`config.mk`:
```
export PLATFORM = sky130hd
export DESIGN_NAME = udp_tx_framer_flat
export DESIGN_NICKNAME = d
export VERILOG_FILES = /design/src/rtl/udp_tx_framer_pkg.sv /design/src/rtl/udp_tx_framer_if.sv /design/src/rtl/udp_tx_framer_payload_buffer.sv /design/src/rtl/udp_tx_framer.sv /design/src/flat_wrapper.sv
export SDC_FILE = /design/constraint.sdc
export NUM_CORES = 2
export LEC_CHECK = 0
export CAP_MARGIN = 0
export CELL_PAD_IN_SITES_DETAIL_PLACEMENT = 1
export CELL_PAD_IN_SITES_GLOBAL_PLACEMENT = 2
export CORE_UTILIZATION = 55
export CTS_BUF_LIST = sky130_fd_sc_hd__clkbuf_4
export CTS_CLUSTER_DIAMETER = 60
export DETAILED_ROUTE_END_ITERATION = 10
export PLACE_DENSITY = 0.86
export SLEW_MARGIN = 20
export SYNTH_ARGS = -nofsm -noshare
export SYNTH_HDL_FRONTEND = slang
export SYNTH_HIERARCHICAL = 1
export SYNTH_SLANG_ARGS = --single-unit
```
`constraint.sdc`:
```
create_clock -name clk -period 29.8 [get_ports clk]
set_input_delay 5.96 -clock clk [delete_from_list [all_inputs] [get_ports clk]]
set_output_delay 5.96 -clock clk [all_outputs]
set_load 0.01 [all_outputs]
```
`src/rtl/udp_tx_framer_pkg.sv`:
```
// udp_tx_framer_pkg: shared UDP constants, TX state encoding and one's-complement add helper.
package udp_tx_framer_pkg;
  localparam int UDP_HDR_LEN = 8;
  typedef enum logic [2:0] {IDLE, BUFFER, DROP, FINALIZE, HEADER, PAYLOAD} tx_state_t;
  // 17-bit add with end-around carry; inputs <= 16'hFFFF keep the fold from carrying again
  function automatic logic [15:0] ones_add16(input logic [15:0] a, input logic [15:0] b);
    logic [16:0] s;
    s = {1'b0, a} + {1'b0, b};
    return s[15:0] + {15'd0, s[16]};
  endfunction
endpackage

```
`src/rtl/udp_tx_framer_if.sv`:
```
// udp_tx_framer_if: payload-in / datagram-out handshake bundle for the UDP TX framer.
interface udp_tx_framer_if;
  logic [15:0] src_port;
  logic [15:0] dst_port;
  logic        payload_valid;
  logic [7:0]  payload_data;
  logic        payload_last;
  logic        payload_ready;
  logic        data_ready_in;
  logic        data_valid_out;
  logic [7:0]  data_out;
  logic        packet_start_out;
  logic        packet_last_out;
  logic        overflow_err;
  modport master (
    output src_port, dst_port, payload_valid, payload_data, payload_last, data_ready_in,
    input  payload_ready, data_valid_out, data_out, packet_start_out, packet_last_out, overflow_err
  );
  modport slave (
    input  src_port, dst_port, payload_valid, payload_data, payload_last, data_ready_in,
    output payload_ready, data_valid_out, data_out, packet_start_out, packet_last_out, overflow_err
  );
endinterface

```
`src/rtl/udp_tx_framer_payload_buffer.sv`:
```
// udp_tx_framer_payload_buffer: simple dual-port byte RAM, sync write, registered read.
module udp_tx_framer_payload_buffer #(
  parameter int DEPTH = 256,
  parameter int AW    = 8
) (
  input  logic          clk,
  input  logic          i_we,
  input  logic [AW-1:0] i_waddr,
  input  logic [7:0]    i_wdata,
  input  logic          i_re,
  input  logic [AW-1:0] i_raddr,
  output logic [7:0]    o_rdata
);
  logic [7:0] r_mem [DEPTH];
  always_ff @(posedge clk) begin
    if (i_we) r_mem[i_waddr] <= i_wdata;
    if (i_re) o_rdata <= r_mem[i_raddr];
  end
endmodule

```
`src/rtl/udp_tx_framer.sv`:
```
// udp_tx_framer: store-and-forward UDP datagram builder (header + checksum + buffered payload).
module udp_tx_framer
  import udp_tx_framer_pkg::*;
#(
  parameter int MAX_PAYLOAD = 256
) (
  input  logic           clk,
  input  logic           rst_n,
  udp_tx_framer_if.slave bus
);
  localparam int CW = $clog2(MAX_PAYLOAD + 1);
  localparam int AW = $clog2(MAX_PAYLOAD);
  localparam logic [CW-1:0] MAXC = CW'(MAX_PAYLOAD);
  tx_state_t r_state, w_next;
  logic [CW-1:0] r_count, r_idx, w_idx_inc;
  logic [15:0] r_src, r_dst, r_acc, r_csum, w_len, w_term, w_fin;
  logic r_ovf, w_accept, w_xfer, w_full, w_hdr_end, w_pl_end, w_we, w_re;
  logic [AW-1:0] w_raddr;
  logic [7:0] w_rdata;
  logic [63:0] w_hdr;
  assign w_accept  = bus.payload_valid && bus.payload_ready;
  assign w_xfer    = bus.data_valid_out && bus.data_ready_in;
  assign w_full    = r_count == MAXC;
  assign w_idx_inc = r_idx + 1'b1;
  assign w_hdr_end = r_state == HEADER && r_idx == CW'(UDP_HDR_LEN - 1);
  assign w_pl_end  = r_state == PAYLOAD && w_idx_inc == r_count;
  assign w_len     = 16'(UDP_HDR_LEN) + 16'(r_count);
  assign w_term    = r_count[0] ? {8'h00, bus.payload_data} : {bus.payload_data, 8'h00};
  assign w_fin     = ones_add16(ones_add16(ones_add16(r_acc, r_src), r_dst), w_len);
  assign w_hdr     = {r_src, r_dst, w_len, r_csum};
  assign w_we      = w_accept && (r_state == IDLE || (r_state == BUFFER && !w_full));
  // rd_data always holds the byte to show next: first read fires on the last header transfer
  assign w_re      = w_xfer && (w_hdr_end || r_state == PAYLOAD);
  assign w_raddr   = w_hdr_end ? '0 : w_idx_inc[AW-1:0];
  udp_tx_framer_payload_buffer #(.DEPTH(MAX_PAYLOAD), .AW(AW)) u_buf (
    .clk     (clk),
    .i_we    (w_we),
    .i_waddr (r_count[AW-1:0]),
    .i_wdata (bus.payload_data),
    .i_re    (w_re),
    .i_raddr (w_raddr),
    .o_rdata (w_rdata)
  );
  always_ff @(posedge clk or negedge rst_n)
    if (!rst_n) r_state <= IDLE;
    else r_state <= w_next;
  always_comb begin
    w_next = r_state;
    case (r_state)
      IDLE:     if (w_accept) w_next = bus.payload_last ? FINALIZE : BUFFER;
      BUFFER:   if (w_accept) w_next = w_full ? (bus.payload_last ? IDLE : DROP)
                                              : (bus.payload_last ? FINALIZE : BUFFER);
      DROP:     if (w_accept && bus.payload_last) w_next = IDLE;
      FINALIZE: w_next = HEADER;
      HEADER:   if (w_xfer && w_hdr_end) w_next = PAYLOAD;
      PAYLOAD:  if (w_xfer && w_pl_end) w_next = IDLE;
      default:  w_next = IDLE;
    endcase
  end
  always_comb begin
    bus.payload_ready    = r_state == IDLE || r_state == BUFFER || r_state == DROP;
    bus.data_valid_out   = r_state == HEADER || r_state == PAYLOAD;
    bus.data_out         = r_state == HEADER ? w_hdr[{3'd7 - r_idx[2:0], 3'b000} +: 8]
                         : r_state == PAYLOAD ? w_rdata : 8'h00;
    bus.packet_start_out = r_state == HEADER && r_idx == '0;
    bus.packet_last_out  = w_pl_end;
    bus.overflow_err     = r_ovf;
  end
  always_ff @(posedge clk or negedge rst_n)
    if (!rst_n) begin
      r_count <= '0;
      r_idx   <= '0;
      r_acc   <= '0;
      r_src   <= '0;
      r_dst   <= '0;
      r_csum  <= '0;
      r_ovf   <= 1'b0;
    end else begin
      r_ovf <= w_accept && bus.payload_last && (r_state == DROP || (r_state == BUFFER && w_full));
      if (w_accept && r_state == IDLE) begin
        r_src <= bus.src_port;
        r_dst <= bus.dst_port;
      end
      if (w_we) begin
        r_count <= r_count + 1'b1;
        r_acc   <= ones_add16(r_acc, w_term);
      end
      // a zero checksum means "none" in UDP, so send its other one's-complement form
      if (r_state == FINALIZE) r_csum <= w_fin == 16'hFFFF ? 16'hFFFF : ~w_fin;
      if (w_xfer) r_idx <= (w_hdr_end || w_pl_end) ? '0 : w_idx_inc;
      if (r_state != IDLE && w_next == IDLE) begin
        r_count <= '0;
        r_acc   <= '0;
      end
    end
endmodule

```
`src/flat_wrapper.sv`:
```
// flat-port wrapper written by rule: the top's interface ports become plain ports
module udp_tx_framer_flat import udp_tx_framer_pkg::*;
#(
  parameter int MAX_PAYLOAD = 256
)
  (clk, rst_n, bus_src_port, bus_dst_port, bus_payload_valid, bus_payload_data, bus_payload_last, bus_data_ready_in, bus_payload_ready, bus_data_valid_out, bus_data_out, bus_packet_start_out, bus_packet_last_out, bus_overflow_err);
  udp_tx_framer_if bus_i ();
  input  logic clk;
  input  logic rst_n;
  input wire logic [$bits(bus_i.src_port)-1:0] bus_src_port;
  input wire logic [$bits(bus_i.dst_port)-1:0] bus_dst_port;
  input wire logic [$bits(bus_i.payload_valid)-1:0] bus_payload_valid;
  input wire logic [$bits(bus_i.payload_data)-1:0] bus_payload_data;
  input wire logic [$bits(bus_i.payload_last)-1:0] bus_payload_last;
  input wire logic [$bits(bus_i.data_ready_in)-1:0] bus_data_ready_in;
  output wire logic [$bits(bus_i.payload_ready)-1:0] bus_payload_ready;
  output wire logic [$bits(bus_i.data_valid_out)-1:0] bus_data_valid_out;
  output wire logic [$bits(bus_i.data_out)-1:0] bus_data_out;
  output wire logic [$bits(bus_i.packet_start_out)-1:0] bus_packet_start_out;
  output wire logic [$bits(bus_i.packet_last_out)-1:0] bus_packet_last_out;
  output wire logic [$bits(bus_i.overflow_err)-1:0] bus_overflow_err;
  assign bus_i.src_port = bus_src_port;
  assign bus_i.dst_port = bus_dst_port;
  assign bus_i.payload_valid = bus_payload_valid;
  assign bus_i.payload_data = bus_payload_data;
  assign bus_i.payload_last = bus_payload_last;
  assign bus_i.data_ready_in = bus_data_ready_in;
  assign bus_payload_ready = bus_i.payload_ready;
  assign bus_data_valid_out = bus_i.data_valid_out;
  assign bus_data_out = bus_i.data_out;
  assign bus_packet_start_out = bus_i.packet_start_out;
  assign bus_packet_last_out = bus_i.packet_last_out;
  assign bus_overflow_err = bus_i.overflow_err;
  udp_tx_framer #(.MAX_PAYLOAD(MAX_PAYLOAD)) u_core (.clk(clk), .rst_n(rst_n), .bus(bus_i));
endmodule
```
-- Word level (Yosys, flattened, before mapping)
Memories as Yosys holds them, arrays and structs flattened. A register that Yosys moved wholly into a read port is not among the register bits.
Index checks and enable logic that the tools add are counted.
- divide/modulo/power cells: 0
- magnitude comparators: 0
- muxes and demuxes: 21
- bitwise logic cells: 1
- multiply operators: 0
- $add $sub $neg: 12
- shift-type cells: 1
- reduce and logical (&&, ||, !) cells: 28
- equality and inequality tests: 9
- operator list (cell ; number):
    adder 16 x 16 -> 17 bit ; 4
    adder 16 x 1 -> 16 bit ; 4
    two-way mux 16 bit ; 4
    variable part select 64 x 7 -> 8 bit ; 1
    two-way mux 9 bit ; 3
    two-way mux 8 bit ; 3
    adder 9 x 1 -> 9 bit (second input constant) ; 2
    two-way mux 3 bit ; 6
    case mux 3 bit (6 select lines) ; 1
    == test 16 bit (second input constant) ; 1
    NOT 16 bit ; 1
    logical AND 1 bit ; 15
    adder 4 x 9 -> 10 bit (first input constant) ; 1
    == test 9 x 3 -> 1 bit (second input constant) ; 1
    == test 9 bit ; 1
    == test 9 bit (second input constant) ; 1
    logical NOT 9 bit ; 1
    logical OR 1 bit ; 7
    == test 3 x 2 -> 1 bit (second input constant) ; 2
    == test 3 bit (second input constant) ; 2
    logical NOT 3 bit ; 2
    two-way mux 2 bit ; 2
    == test 3 x 1 -> 1 bit (second input constant) ; 1
    nonzero test 3 bit ; 1
    4 further kinds ; 5
- input port bits: 45
- bits in writable memories: 2048
- word-level logic and storage cells: 81
- bits in latches: 0
- output and inout bits: 13
- bits in registers: 86
- bits in read-only memories: 0
- memories: 1
- memory list (memory ; words ; width ; read ports ; clocked after Yosys merged registers in ; wr ports ; RTL line ; text):
    u_core.u_buf.r_mem ; 256 ; 8 ; 1 ; 1 ; 1 ; udp_tx_framer_payload_buffer.sv:14 ; logic [7:0] r_mem [DEPTH];

-- Longest topological paths before layout
- depth after elaboration: 10
- gate-level depth with buffers: 57
- mapped depth without buffers: 54

-- By module
Netlist, hierarchy kept.
- by module, submodules not included (module ; cells each ; times used ; area an instance (µm²)):
    udp_tx_framer_payload_buffer ; 3733 ; 1 ; 79636.4
    udp_tx_framer ; 1021 ; 1 ; 8814.7

-- Least setup slack after synthesis
OpenSTA, ideal clock, no wires.
- kind: flip-flop to flip-flop
- start point: register u_core.r_acc[0]
- end point: register u_core.r_csum[15]
- setup slack: 19578 ps
- cell stages (with the launch flop): 58
- arrival: 10149 ps
- path through: dfrtp_1 -> ha_1 -> inv_1 -> fa_1 -> nor2b_1 -> o21ai_0 -> a21boi_0 -> o21ai_0 -> a21boi_0 -> o2111ai_1 -> nand3_1 -> a31oi_1 -> o21ai_0 -> a21o_1 -> a21o_1 -> ha_1 -> nand3_1 -> nor2b_1 -> [22 not listed] -> o21ai_0 -> a41o_1 -> nand2_1 -> a211oi_1 -> nor2b_1 -> ha_1 -> ha_1 -> nand2_1 -> a211oi_1 -> nand3_1 -> or2_2 -> nor2_1 -> xnor2_1 -> nand4_2 -> a2111oi_4 -> nand3_4 -> buf_6 -> a21oi_2
- cells in the longest elaborated chain, start to end: 8
- elaborated cells on any way between the ends: 9
- RTL lines (what ; RTL line ; text):
    start, declared ; udp_tx_framer.sv:16 ; logic [15:0] r_src, r_dst, r_acc, r_csum, w_len, w_term, w_fin;
    start signal, assigned ; udp_tx_framer.sv:86 ; r_acc <= ones_add16(r_acc, w_term);
    adder 16 x 16 -> 17 bit * ; udp_tx_framer_pkg.sv:8 ; s = {1'b0, a} + {1'b0, b};
    adder 16 x 1 -> 16 bit * ; udp_tx_framer_pkg.sv:9 ; return s[15:0] + {15'd0, s[16]};
    adder 16 x 16 -> 17 bit * ; udp_tx_framer_pkg.sv:8 ;
    adder 16 x 1 -> 16 bit * ; udp_tx_framer_pkg.sv:9 ;
    adder 16 x 16 -> 17 bit * ; udp_tx_framer_pkg.sv:8 ;
    adder 16 x 1 -> 16 bit * ; udp_tx_framer_pkg.sv:9 ;
    == test 16 bit / NOT 16 bit (equally long branches) ; udp_tx_framer.sv:89 ; if (r_state == FINALIZE) r_csum <= w_fin == 16'hFFFF ? 16'hFFFF : ~w_fin;
    two-way mux 16 bit * ; udp_tx_framer.sv:89 ;
    end signal, assigned ; udp_tx_framer.sv:89 ;
    end, declared ; udp_tx_framer.sv:16 ;
Every way passes the cells marked *; elsewhere a longest branch is shown, timed or not.
A chain may end at the register's enable or synchronous reset.

-- Worst setup path after layout
- start point: register u_core.r_src[0]
- end point: register u_core.r_csum[1]
- cells in the longest elaborated chain, start to end: 8
- elaborated cells on any way between the ends: 9
- RTL lines (what ; RTL line ; text):
    start, declared ; udp_tx_framer.sv:16 ;
    start signal, assigned ; udp_tx_framer.sv:81 ; r_src <= bus.src_port;
    adder 16 x 16 -> 17 bit * ; udp_tx_framer_pkg.sv:8 ;
    adder 16 x 1 -> 16 bit * ; udp_tx_framer_pkg.sv:9 ;
    adder 16 x 16 -> 17 bit * ; udp_tx_framer_pkg.sv:8 ;
    adder 16 x 1 -> 16 bit * ; udp_tx_framer_pkg.sv:9 ;
    adder 16 x 16 -> 17 bit * ; udp_tx_framer_pkg.sv:8 ;
    adder 16 x 1 -> 16 bit * ; udp_tx_framer_pkg.sv:9 ;
    == test 16 bit / NOT 16 bit (equally long branches) ; udp_tx_framer.sv:89 ;
    two-way mux 16 bit * ; udp_tx_framer.sv:89 ;
Marks and branches as above.

==> results.yml <==
run_status:
  status: "finished clean"
sta:
  worstMarginPinSlew_ps: 1320
  final_hold_viol_count: 0
  grt_setup_unrepaired: "false"
  totalNegativeSetupSlack_ps: 0
  slew_headroom_pct: 11.1
  timing.final.crit_share_pct: 42.1
  fmax_ghz: 0.0797
  drv_slew: 0
  clock_skew_ps: 110
  period_needed_ps: 12550
  finalSetupViolCount: 0
global_routing:
  antenna_found_initial: 9
  grt.total_usage_pct: 30.4
  grt_max_degree: 112
  overflow: 0
  grt_pass1_vias: 52632
  grt_pass1_wl_mm: 356
die:
  row_count: 146
  ios: 58
  core_um2: 159000
  start_util_pct: 55.7
  die_w_um: 403
  die_y_um: 403
  dieArea_um2: 162000
power_and_ir_drop:
  finalPower_mw: 10.2
  p_leak_nw: 31.9
  ir_drop_mv: 0.0946
  p_per_area_nw_per_um2: 105
logic_synthesis:
  synthTopCellsByArea: "edfxtp_1 70%, mux4_2 12%, dfrtp_1 2.4%"
  yosys.cell_types.count: 102
  synthDominantCellAreaShare_pct: 69.8
  syn_nets: 4874
  yosysTopAreaCell: "edfxtp_1"
  synthFlopType: "edfxtp_1"
  ys_seq_area_share_pct: 72.2
  yosysWarnings: 6
  synthTopCellsByCount: "2056 x edfxtp_1, 464 x mux4_2, 387 x nor2_1"
  avgSynthCellArea_um2: 18.6
  synth-seq-cells: 2142
  synth_edf_count: 2056
  yosysMostFrequentCell: "edfxtp_1"
  synthCells: 4754
  async_flop_share_pct: 4.01
  netlist_area_um2: 88500
clocking:
  cts_made_buffers: 557
  clkTransAtPathRegs_ps: 60
  htree_levels: 6
  clock_latency_ps: 1400
  cts-resized-gates: 0
  post-cts-setup-buffers: 0
  clk_root_buffer_cell: "clkbuf_4"
  cts_tree: "done"
  cts.sinks: 2142
  holdBufCountCts: 0
  clk_path_buf_depth: 4
detailed_routing:
  drc_errors: 0
  finalWirelength_mm: 246
  drtAntennaViolNets: 0
  drtIter0Drc: 5724
  vias: 50019
  wl_per_cell_um: 32.2
  via_per_inst: 6.55
  dr.pass1.iters: 5
critical_path:
  end_kind: "flip-flop"
  critical-path-slowest-cell: "a211oi_1"
  startpoint_type: "flip-flop"
  cp_data_arrival_time_ps: 13800
  crit_fanout: 16
  crit_path_frequent_cell: "ha_1"
  cp_slowest_stage_delay_ps: 620
  worstPathRequired_ps: 31050
  path_class: "flip-flop to flip-flop"
finish:
  final_layout_size_suffix_gt1_share_pct: 26.7
  seq_area_um2: 63900
  num-fill-cells: 13882
  area_growth_pct: 10.3
  multi_input_area_um2: 22900
  final_nets: 5317
place:
  gp_congestion: 0.870
  hpwlAfterDp_mm: 152
  io_buffers: 57
flow_run:
  maxCapViolCount: 0
min_path:
  hp-class: "flip-flop to flip-flop"
-- path summary, 6_finish.rpt --
path                                  start                end  slack [ps]  depth (start not counted)
max reg2reg                 u_core/r_src[0]   u_core/r_csum[1]       17250                         53
max in group asynchronous             rst_n    u_core/r_idx[3]       23970                          2
max                         u_core/r_src[0]   u_core/r_csum[1]       17250                         53
min                        u_core/r_csum[5]   u_core/r_csum[5]         540                          2
min in group asynchronous             rst_n  u_core/r_csum[12]        4470                          1
min reg2reg                u_core/r_csum[5]   u_core/r_csum[5]         540                          2
-- worst max-delay path, delay by kind of cell (launching register included) --
family,cells,cell delay (ps)
compound gates,22,5310
simple gates,17,3610
fa+ha+maj,10,2600
xor+xnor,3,520
flops,1,370
buf+inv,1,60
-- flip-flops by register name (all words and copies together) (netlist names) --
name / cells
u_core/bus.overflow_err: 1
u_core/u_buf/o_rdata: 8
u_core/r_acc: 16
u_core/r_count: 9
u_core/r_idx: 9
u_core/r_dst: 16
u_core/r_csum: 16
u_core/r_state: 3
u_core/u_buf/r_mem: 2048
u_core/r_src: 16
-- cell type report --
cell class | instances | share of cell area, %
Clock inverter | 150 | 0.816
Multi-Input combinational cell | 2297 | 23.5
Sequential cell | 2142 | 65.5
Antenna cell | 13 | 0.0333
Timing Repair Buffer | 157 | 1.47
Clock buffer | 767 | 5.90
Inverter | 42 | 0.162
Tap cell | 2072 | 2.66
-- kinds of logic after synthesis --
kind of cell / synth area share, %
DFF: 72.2
AOI/OAI and AO/OA: 5.03
adders and majority gates: 1.09
buffers and inverters: 2.01
and+or+nand+nor: 4.51
muxes: 13.9
xor gates and xnor gates: 1.20
-- metrics by stage --
step	setup slack (ps)	cells	area [um^2]	hold WS [ps]	util, %
2_1_floorplan	19580	4754	88500	457	-
3_3_place_gp	17610	6706	90900	505	57.2
3_5_place_dp	17460	6706	90900	527	57.2
4_1_cts	17360	7623	97500	541	61.3
5_1_grt	16050	7638	97600	567	61.4
6_report	17250	7640	97600	543	61.4
-- where the power goes --
| group | switching, mW | internal, mW | leakage, nW | total, mW |
|---|---|---|---|---|
| clock network | 1.19 | 1.25 | 3.94 | 2.45 |
| registers | 0.0791 | 3.36 | 19.5 | 3.44 |
| logic | 2.64 | 1.72 | 8.41 | 4.36 |
| total | 3.92 | 6.33 | 31.9 | 10.2 |
-- routing by layer --
layer  track usage (%)  share of wire, %  vias up
met1              40.6                38    26089
met4              13.3               4.2       10
met5                 0             0.070        -
met3              7.30               9.2      556
li1                  -                 -    20588
met2              48.1                48     2776
-- layout by cell type, fill, tap and decap left out, drive strengths merged, types with 69 or more instances in the layout --
master / count
mux2i: 144
a21oi: 143
clkbuf: 770
nand2: 104
edfxtp: 2056
buf: 106
nor2: 388
ha: 71
o21ai: 75
nand3: 69
a22oi: 134
clkinv: 127
dfrtp: 86
mux4: 466
Power figures use the tool's default switching activity.
